===== src/rtl/note_tone_gen_pkg.sv =====
// Shared definitions for the note tone generator: note field layout, pitch codes,
// FSM state type and the octave-0 half-period table (100 MHz reference clock).
package note_tone_pkg;

  localparam int PITCH_LSB = 0;
  localparam int PITCH_MSB = 3;
  localparam int OCT_LSB   = 4;
  localparam int OCT_MSB   = 6;
  localparam int BASE_W    = 22;

  localparam longint TABLE_CLK_HZ = 64'sd100_000_000;

  localparam logic [3:0] PC_REST = 4'd0;
  localparam logic [3:0] PC_C    = 4'd1;
  localparam logic [3:0] PC_CS   = 4'd2;
  localparam logic [3:0] PC_D    = 4'd3;
  localparam logic [3:0] PC_DS   = 4'd4;
  localparam logic [3:0] PC_E    = 4'd5;
  localparam logic [3:0] PC_F    = 4'd6;
  localparam logic [3:0] PC_FS   = 4'd7;
  localparam logic [3:0] PC_G    = 4'd8;
  localparam logic [3:0] PC_GS   = 4'd9;
  localparam logic [3:0] PC_A    = 4'd10;
  localparam logic [3:0] PC_AS   = 4'd11;
  localparam logic [3:0] PC_B    = 4'd12;

  typedef enum logic [1:0] {
    ST_REST = 2'd0,
    ST_GAP  = 2'd1,
    ST_TONE = 2'd2
  } tone_state_e;

  function automatic logic is_valid_pitch(input logic [3:0] pitch);
    return (pitch >= PC_C) && (pitch <= PC_B);
  endfunction

  function automatic logic is_bad_pitch(input logic [3:0] pitch);
    return pitch > PC_B;
  endfunction

  // Octave-0 half periods in 100 MHz cycles, round(1e8 / (2 * f)).
  function automatic logic [BASE_W-1:0] base_half(input logic [3:0] pitch);
    logic [BASE_W-1:0] half;
    case (pitch)
      PC_C:    half = 22'd3057805;
      PC_CS:   half = 22'd2886184;
      PC_D:    half = 22'd2724195;
      PC_DS:   half = 22'd2571297;
      PC_E:    half = 22'd2426982;
      PC_F:    half = 22'd2290766;
      PC_FS:   half = 22'd2162195;
      PC_G:    half = 22'd2040840;
      PC_GS:   half = 22'd1926297;
      PC_A:    half = 22'd1818182;
      PC_AS:   half = 22'd1716135;
      PC_B:    half = 22'd1619816;
      default: half = 22'd0;
    endcase
    return half;
  endfunction

  function automatic longint scale_half(input logic [BASE_W-1:0] base, input longint clk_hz);
    return (longint'(base) * clk_hz + TABLE_CLK_HZ / 64'sd2) / TABLE_CLK_HZ;
  endfunction

endpackage


===== src/rtl/note_tone_gen_tone_divider.sv =====
// Reloadable half-period down-counter with toggling square-wave output.
module tone_divider
  import note_tone_pkg::*;
#(
  parameter int CNT_W = 22
) (
  input  logic             clk,
  input  logic             reset,
  input  logic             load_i,
  input  logic             enable_i,
  input  logic [CNT_W-1:0] hp_i,
  output logic             wave_next_o
);

  logic [CNT_W-1:0] cnt_q, cnt_d;
  logic             wave_q, wave_d;

  always_comb begin
    cnt_d  = '0;
    wave_d = 1'b0;
    if (load_i) begin
      cnt_d  = hp_i - CNT_W'(1);
      wave_d = 1'b1;
    end else if (enable_i) begin
      if (cnt_q == '0) begin
        cnt_d  = hp_i - CNT_W'(1);
        wave_d = ~wave_q;
      end else begin
        cnt_d  = cnt_q - CNT_W'(1);
        wave_d = wave_q;
      end
    end else begin
      cnt_d  = '0;
      wave_d = 1'b0;
    end
  end

  always_ff @(posedge clk) begin
    if (reset) begin
      cnt_q  <= '0;
      wave_q <= 1'b0;
    end else begin
      cnt_q  <= cnt_d;
      wave_q <= wave_d;
    end
  end

  // The top registers the mute-gated copy, so it needs the next level.
  assign wave_next_o = wave_d;

endmodule


===== src/rtl/note_tone_gen.sv =====
// Note code to square-wave generator with a silent gap on every note change.
// Optional octave_shift input is enabled by defining NOTE_TONE_GEN_OCTAVE_SHIFT_EN.
module note_tone_gen
  import note_tone_pkg::*;
#(
  parameter int WORD_SIZE  = 8,
  parameter int CLK_HZ     = 100000000,
  parameter int GAP_CYCLES = 500000,
  parameter int CNT_W      = 22
) (
  input  logic                 clk,
  input  logic                 reset,
  input  logic [WORD_SIZE-1:0] note,
`ifdef NOTE_TONE_GEN_OCTAVE_SHIFT_EN
  input  logic [1:0]           octave_shift,
`endif
  input  logic                 mute,
  output logic                 audio_out,
  output logic                 playing,
  output logic                 note_change,
  output logic                 bad_note
);

  localparam int GAP_W = (GAP_CYCLES > 1) ? $clog2(GAP_CYCLES) : 1;
  localparam logic [GAP_W-1:0] GAP_LOAD = (GAP_CYCLES > 0) ? GAP_W'(GAP_CYCLES - 1) : '0;

  tone_state_e      state_q, state_d;
  logic [6:0]       note_q;
  logic [CNT_W-1:0] hp_q;
  logic [GAP_W-1:0] gap_q, gap_d;
  logic             audio_q, playing_q, note_change_q, bad_note_q;

  logic [3:0]       pitch_s;
  logic [2:0]       oct_s;
  logic             change_s;
  logic [CNT_W-1:0] hp_new_s, hp_sel_s;
  logic             load_s, en_s, wave_next_s;
  logic [CNT_W-1:0] half_tab_s [16];

  // Per-pitch octave-0 half periods rescaled to CLK_HZ; constant after elaboration.
  for (genvar p = 0; p < 16; p++) begin : g_tab
    assign half_tab_s[p] = CNT_W'(scale_half(base_half(4'(p)), longint'(CLK_HZ)));
  end

  if (WORD_SIZE > 7) begin : g_upper
    logic unused_upper_s;
    assign unused_upper_s = ^note[WORD_SIZE-1:7];
  end

  assign pitch_s = note[PITCH_MSB:PITCH_LSB];

`ifdef NOTE_TONE_GEN_OCTAVE_SHIFT_EN
  logic [1:0]        shift_q;
  logic signed [4:0] oct_sum_s;

  always_comb begin
    oct_sum_s = $signed({2'b00, note[OCT_MSB:OCT_LSB]}) + $signed({{3{octave_shift[1]}}, octave_shift});
    if (oct_sum_s < 5'sd0) begin
      oct_s = 3'd0;
    end else if (oct_sum_s > 5'sd7) begin
      oct_s = 3'd7;
    end else begin
      oct_s = oct_sum_s[2:0];
    end
    change_s = (note[6:0] != note_q) || (octave_shift != shift_q);
  end

  always_ff @(posedge clk) begin
    if (reset) begin
      shift_q <= 2'b00;
    end else if (change_s) begin
      shift_q <= octave_shift;
    end else begin
      shift_q <= shift_q;
    end
  end
`else
  always_comb begin
    oct_s    = note[OCT_MSB:OCT_LSB];
    change_s = (note[6:0] != note_q);
  end
`endif

  assign hp_new_s = half_tab_s[pitch_s] >> oct_s;
  // With no gap the tone starts on the accept edge, before hp_q holds the new period.
  assign hp_sel_s = change_s ? hp_new_s : hp_q;

  always_comb begin
    state_d = state_q;
    gap_d   = gap_q;
    load_s  = 1'b0;
    en_s    = 1'b0;
    if (change_s) begin
      if (is_valid_pitch(pitch_s)) begin
        if (GAP_CYCLES == 0) begin
          state_d = ST_TONE;
          load_s  = 1'b1;
        end else begin
          state_d = ST_GAP;
          gap_d   = GAP_LOAD;
        end
      end else begin
        state_d = ST_REST;
      end
    end else begin
      case (state_q)
        ST_REST: state_d = ST_REST;
        ST_GAP: begin
          if (gap_q == '0) begin
            state_d = ST_TONE;
            load_s  = 1'b1;
          end else begin
            gap_d = gap_q - GAP_W'(1);
          end
        end
        ST_TONE: en_s = 1'b1;
        default: state_d = ST_REST;
      endcase
    end
  end

  tone_divider #(
    .CNT_W(CNT_W)
  ) u_div (
    .clk        (clk),
    .reset      (reset),
    .load_i     (load_s),
    .enable_i   (en_s),
    .hp_i       (hp_sel_s),
    .wave_next_o(wave_next_s)
  );

  always_ff @(posedge clk) begin
    if (reset) begin
      state_q       <= ST_REST;
      note_q        <= 7'd0;
      hp_q          <= '0;
      gap_q         <= '0;
      audio_q       <= 1'b0;
      playing_q     <= 1'b0;
      note_change_q <= 1'b0;
      bad_note_q    <= 1'b0;
    end else begin
      state_q <= state_d;
      gap_q   <= gap_d;
      if (change_s) begin
        note_q <= note[6:0];
        hp_q   <= hp_new_s;
      end
      note_change_q <= change_s;
      bad_note_q    <= change_s && is_bad_pitch(pitch_s);
      playing_q     <= (state_d == ST_TONE);
      audio_q       <= wave_next_s & ~mute;
    end
  end

  assign audio_out   = audio_q;
  assign playing     = playing_q;
  assign note_change = note_change_q;
  assign bad_note    = bad_note_q;

endmodule


===== config.mk =====
export PLATFORM = sky130hd
export DESIGN_NAME = note_tone_gen
export DESIGN_NICKNAME = d
export VERILOG_FILES = /design/src/rtl/note_tone_gen_pkg.sv /design/src/rtl/note_tone_gen_tone_divider.sv /design/src/rtl/note_tone_gen.sv
export SDC_FILE = /design/constraint.sdc
export NUM_CORES = 1
export LEC_CHECK = 0
export CORE_MARGIN = 2
export CORE_UTILIZATION = 31
export CTS_BUF_LIST = sky130_fd_sc_hd__clkbuf_8
export DETAILED_ROUTE_END_ITERATION = 12
export DONT_BUFFER_PORTS = 1
export GPL_ROUTABILITY_DRIVEN = 0
export MAX_ROUTING_LAYER = met4
export PLACE_DENSITY = 0.48
export SETUP_SLACK_MARGIN = 0.5
export SLEW_MARGIN = 30
export SYNTH_ARGS = -nofsm -noshare
export SYNTH_HDL_FRONTEND = slang
export SYNTH_SLANG_ARGS = --single-unit

===== constraint.sdc =====
create_clock -name clk -period 6.9 [get_ports clk]
set_clock_uncertainty 0.2 [all_clocks]
set_input_delay 1.725 -clock clk [delete_from_list [all_inputs] [get_ports clk]]
set_output_delay 1.725 -clock clk [all_outputs]
set_load 0.02 [all_outputs]

==> results_dict.tcl <==
set metrics [dict create \
    setup_ws_ns 1.502 \
    vias 5686 \
    initial_utilization_pct 31.75 \
    via_per_inst 5.613 \
    synthDistinctLibCells 87 \
    die_w_um 145.6 \
    p_per_area_nw_per_um2 173.9 \
    synth_area_um2 6220 \
    setup_viol 0 \
    async_flop_share_pct 0 \
    drt_wl_total_mm 18.55 \
    layout-drive-gt1-share_pct 7.754 \
    cts_tree "done" \
    max-clock-path-buffers 2 \
    fin_total_pwr_uw 1127 \
    grt_start_max_net_pins 74 \
    finalHoldViolCount 0 \
    fin_crit_sh_pct 78.23 \
    ys.flop_type "dfxtp_1" \
    clock_sink_count 77 \
    drv_cap 0 \
    slew_viol_final 0 \
    grtUsageTotal_pct 18.12 \
    gr-total-overflow 0 \
    antenna_found_initial 0 \
    path_clk_slew_ns 0.10 \
    placementRows 51 \
    cts_buffers 9 \
    root_buffer "clkbuf_8" \
    wire_per_inst_um 18.31 \
    firstDrtPassIters 5 \
    ir_drop_mv 0.08520 \
    yosys_warnings 0 \
    drc 0 \
    critPathLaunchType "input port" \
    grt_pass1_wl_mm 29.89 \
    diodes 0 \
    drt_iter0_markers 592 \
    cp_cell_sequence "inv_1 > ha_1 > or2_2 > a211o_1 > a31oi_1 > a311oi_1 > mux2i_1 > ha_1 > o21ai_0 > a21oi_1 > nand4_1 > a21oi_1 > nand3_1 > xnor2_1 > a221oi_1" \
    ant_nets 0 \
    yosysSeqAreaShare_pct 24.78 \
    syn-num-nets 818 \
    slowest_stage "a21oi_1" \
    path_buf_inv 1 \
    p_leak_uw 0.002419 \
    dp_slack_ns 1.164 \
    insertion_delay_ns 0.38 \
    die_area_um2 21210 \
    cts_setup_buffers 0 \
    period_needed_ns 5.398 \
    synth_cells 789 \
    dpl_cell_area_um2 6274 \
    hp-class "register to register" \
    crit_family "compound AO/OA/AOI/OAI gates" \
    nets 772 \
    worstPathArrival_ns 5.48 \
    worst_pin_slew_ns 0.9288 \
    grt_setup_unrepaired "no" \
    cts_resized 0 \
    design_area_um2 6477 \
    synth_seq_cells 77 \
    htreeDepth 3 \
    hold-worst-slack_ns 0.2722 \
    syn_to_final_growth_pct 4.144 \
    path_max_fanout 19 \
    numPortBuffers 0 \
    critical_path.max_stage_delay_ns 0.42 \
    relSlewSlack_pct 37.29 \
    first_global_vias 5311 \
    core_um2 19590 \
    fmax_ghz 0.1853 \
    synth_edf_count 0 \
    layout_commonest_cell "nor2_1" \
    most-common-layout-cells "nor2_1 (90), dfxtp_1 (77), a21oi_1 (55)" \
    cp.required_ns 6.99 \
    worstSetupPathType "input port to register" \
    hpwl_mm 12.96 \
    die_h_um 145.6 \
    status "complete, no violations" \
    ios 15 \
    avgSynthCellArea_um2 7.883 \
    fin_setup_tns_ns 0 \
    ctsHoldBuffers 0 \
    end_kind "register" \
]
report_power, final:
part	switching [uW]	internal, uW	total [uW]
sequential	11.5	464	475
combinational	159	116	275
clock	204	172	376
total	375	752	1130
synthesized netlist by cell type, types with 5 or more instances:
cell / n / area, um2
nor2_1: 91 / 341.6
ha_1: 18 / 225.2
a22oi_1: 8 / 60.06
or4_1: 6 / 45.04
dfxtp_1: 77 / 1541
a31oi_1: 11 / 68.82
nand3_1: 18 / 90.09
inv_1: 19 / 71.32
clkbuf_1: 24 / 90.09
buf_6: 5 / 56.30
nand4_1: 6 / 37.54
xor2_1: 27 / 236.5
or3_1: 5 / 31.28
o211ai_1: 8 / 60.06
nor3_1: 18 / 90.09
nor2b_1: 18 / 112.6
mux2_2: 8 / 90.09
buf_1: 7 / 26.28
buf_2: 20 / 100.1
or2_2: 8 / 50.05
nand2_1: 50 / 187.7
and3_1: 8 / 50.05
a221oi_1: 7 / 61.31
o22ai_1: 11 / 68.82
a21oi_1: 55 / 275.3
nand3b_1: 5 / 37.54
mux4_2: 8 / 180.2
mux2i_1: 21 / 210.2
o21ai_0: 37 / 185.2
nor4_1: 9 / 56.30
a211oi_1: 14 / 105.1
and2_1: 8 / 50.05
a2111oi_0: 5 / 43.79
a21o_1: 7 / 52.55
xnor2_1: 32 / 280.3
nand2b_1: 23 / 143.9
final cells by class:
cell class / instances / area [um2]
Clock buffer: 9 / 123.9
Clock inverter: 7 / 80.08
Sequential cell: 77 / 1541
Fill cell: 2116 / 13110
Tap cell: 265 / 331.6
Timing Repair Buffer: 3 / 22.52
Inverter: 20 / 75.07
Multi-Input combinational cell: 632 / 4303
stage by stage:
stage	utilization, %	std cells
2_1_floorplan	-	789
3_3_place_gp	32.02	997
3_5_place_dp	32.02	997
4_1_cts	33.07	1013
5_1_grt	33.07	1013
6_report	33.07	1013
routing by layer:
| layer | global-route usage, % | up-vias | wire [um] |
|---|---|---|---|
| li1 | - | 2792 | - |
| met4 | 5.294 | 0 | 354 |
| met1 | 25.25 | 2733 | 9077 |
| met2 | 26.71 | 135 | 8248 |
| met3 | 3.323 | 26 | 865 |
| met5 | - | - | 0 |
worst paths after layout:
path                              from                    endpoint  slack (ns)  cells after the start
max                            note[1]  u_div.cnt_q[18]$_SDFF_PP0_        1.50                     15
min              gap_q[0]$_SDFFE_PP0P_       gap_q[0]$_SDFFE_PP0P_        0.27                      1
max reg2reg  u_div.cnt_q[0]$_SDFF_PP0_  u_div.cnt_q[15]$_SDFF_PP0_        3.10                     10
min reg2reg      gap_q[0]$_SDFFE_PP0P_       gap_q[0]$_SDFFE_PP0P_        0.27                      1
logic make-up (layout without fill, tap and decap cells):
kind of cell	after synthesis	count (layout)	share of synthesized area, %
compound gates	228	228	25.87
simple gates	289	289	23.38
flops	77	77	24.78
fa+ha+maj	18	18	3.621
buf+inv	80	39	6.075
mux	38	38	7.966
xor+xnor	59	59	8.308
flip-flops by register name (all words and copies together) (netlist names), named ones only:
register	count
u_div.cnt_q	22
hp_q	21
gap_q	19
note_q	7
state_q	2
audio_out	1
bad_note	1
note_change	1
playing	1
u_div.wave_q	1
Power figures use the tool's default switching activity.
==> edit, RTL diff (config.mk and constraints unchanged) <==
Add an input register stage for `mute`, cleared by the reset; this delays it by one clock. The other inputs are not delayed to match.
--- a/src/rtl/note_tone_gen.sv
+++ b/src/rtl/note_tone_gen.sv
@@ -23,6 +23,16 @@
 
   localparam int GAP_W = (GAP_CYCLES > 1) ? $clog2(GAP_CYCLES) : 1;
   localparam logic [GAP_W-1:0] GAP_LOAD = (GAP_CYCLES > 0) ? GAP_W'(GAP_CYCLES - 1) : '0;
+
+  logic mute_q;
+
+  always_ff @(posedge clk) begin
+    if (reset) begin
+      mute_q <= '0;
+    end else begin
+      mute_q <= mute;
+    end
+  end
 
   tone_state_e      state_q, state_d;
   logic [6:0]       note_q;
@@ -150,7 +160,7 @@
       note_change_q <= change_s;
       bad_note_q    <= change_s && is_bad_pitch(pitch_s);
       playing_q     <= (state_d == ST_TONE);
-      audio_q       <= wave_next_s & ~mute;
+      audio_q       <= wave_next_s & ~mute_q;
     end
   end
 
Function: same outputs for any inputs over 10 cycles, from zero or initial values and one cycle with reset high; that may be too few to reach the edited logic, so the function may still have changed.
==> edit against the original RTL <==
Sequential cell count up 1; power fell by 4.4%; worst setup slack better by 430 ps; design area fell by 3.2%; non-clock buffer count down 1; sequential power rose by 1%; area after synthesis down 2.4%; clock power is 10% lower; worst hold slack got worse by 84 ps; wire length is 11% lower; combinational power down 6%; highest routed layer unchanged.
==> edit: results <==
[clock_network]
cts_buffers = 9
post_cts_resized = 0
htreeDepth = 3
cts_setup_buffers = 0
cts_root_buf = clkbuf_8

[power]
leakagePower_nw = 2.27
peakVddDrop_uv = 67.7
p_int_mw = 0.716

[placed_design]
place_hpwl_mm = 11.8
post-place-ws_ps = 1590
dpl.cell_count = 963

[grt]
grt_max_degree = 68
met3_usage_pct = 2.70
grt_pass1_vias = 5109
grt_util_all_layers_pct = 16.9
grt_pass1_wl_mm = 27.2
grt_util_met1_pct = 23.8
antenna_found_initial = 0
use_met2_pct = 24.9

[setup_path]
crit_path_end = u_div.cnt_q[21]$_SDFF_PP0_
reg2reg_to = u_div.cnt_q[21]$_SDFF_PP0_
path_max_fanout = 55
reg2reg_depth = 10
cp.arrival_ps = 5010
crit-reg2reg-launch = note_q[3]$_SDFFE_PP0N_
startpoint = note[2]
regToRegSetupSlack_ps = 3200

[synth]
synthTopCellsByCount = nor2_1, dfxtp_1, nand2_1
synthAdderAreaFrac_pct = 3.71
synth.most_common_cell = nor2_1
async_flop_share_pct = 0
ys_seq_area_share_pct = 25.7
synth_xor_area_share_pct = 8.23
synth_fp_nets = 778
synth_mux_area_share_pct = 4.80
synthDistinctLibCells = 94
synth_area_per_cell_um2 = 8.10
synth_compound_area_share_pct = 24.7
synthTopCellsByArea = dfxtp_1, nor2_1, xor2_1

[finish]
nets = 738
drive_gt1_share_pct = 8.40
diodes = 0

[worst_hold_path]
hold_end = audio_out$_SDFF_PP0_
hold_path_class = flip-flop to flip-flop
min_from = mute_q$_SDFF_PP0_

[drt]
drt_iter0_markers = 452
num_vias = 5449
highest_layer = met4
first_pass_iters = 7
drcViolationCount = 0
post_drt_wl_per_cell_um = 16.9
wl_met3_um = 844
dr_wl_met2_mm = 7.26
wl_met1_mm = 8.14
avgViaCountPerCell = 5.57

[timing]
relSlewSlack_pct = 46.6
fmax_ghz = 0.201

[status]
status = completed
==> edit: cell count changes after synthesis, moves of 6 or more <==
cell      before  now
clkbuf_1      24   13
nand2b_1      23   12
o21ai_0       37   29
nand2_1       50   56
nor2_1        91   99
or2_2          8    2
mux2i_1       21   10
a21oi_1       55   43
==> edit: kinds of logic after synthesis <==
group	after synthesis
multiplexers	20
AND/OR/NAND/NOR	299
XOR/XNOR	57
AO/OA/AOI/OAI	205
buffers and inverters	72
flip-flops	78
adder cells (fa/ha/maj)	18
==> edit: worst max-delay path, stage by stage <==
cell      delay, ps
inv_1           370
ha_1            330
nor2_1          270
a31oi_1         150
a221oi_2        320
a21oi_1         130
a32oi_2         410
nand4_1         180
o31ai_2         470
nand3_1         220
a311oi_1        300
o22ai_1         120
==> edit: power groups by stage <==
stage	sequential, mW	clock (mW)	combinational [mW]
4_1_cts	0.481	0.351	0.259
3_3_place_gp	0.490	0	0.256
5_1_grt	0.483	0.372	0.288
6_report	0.481	0.338	0.259
2_1_floorplan	0.489	0	0.232
3_5_place_dp	0.491	0	0.257
==> edit: area by class of cell <==
cell class / count / area [um^2]
Clock inverter: 7 / 67.6
Tap cell: 265 / 332
Timing Repair Buffer: 2 / 15.0
Fill cell: 2036 / 13100
Multi-Input combinational cell: 599 / 4100
Inverter: 19 / 71.3
Sequential cell: 78 / 1560
Clock buffer: 9 / 124
==> edit: per-stage QoR <==
step / hold slack (ps) / area [um^2] / utilization (%)
3_5_place_dp: 177 / 6080 / 31.5
3_3_place_gp: 173 / 6080 / 31.5
2_1_floorplan: 167 / 6070 / -
6_report: 189 / 6270 / 32.4
5_1_grt: 214 / 6270 / 32.4
4_1_cts: 193 / 6270 / 32.4
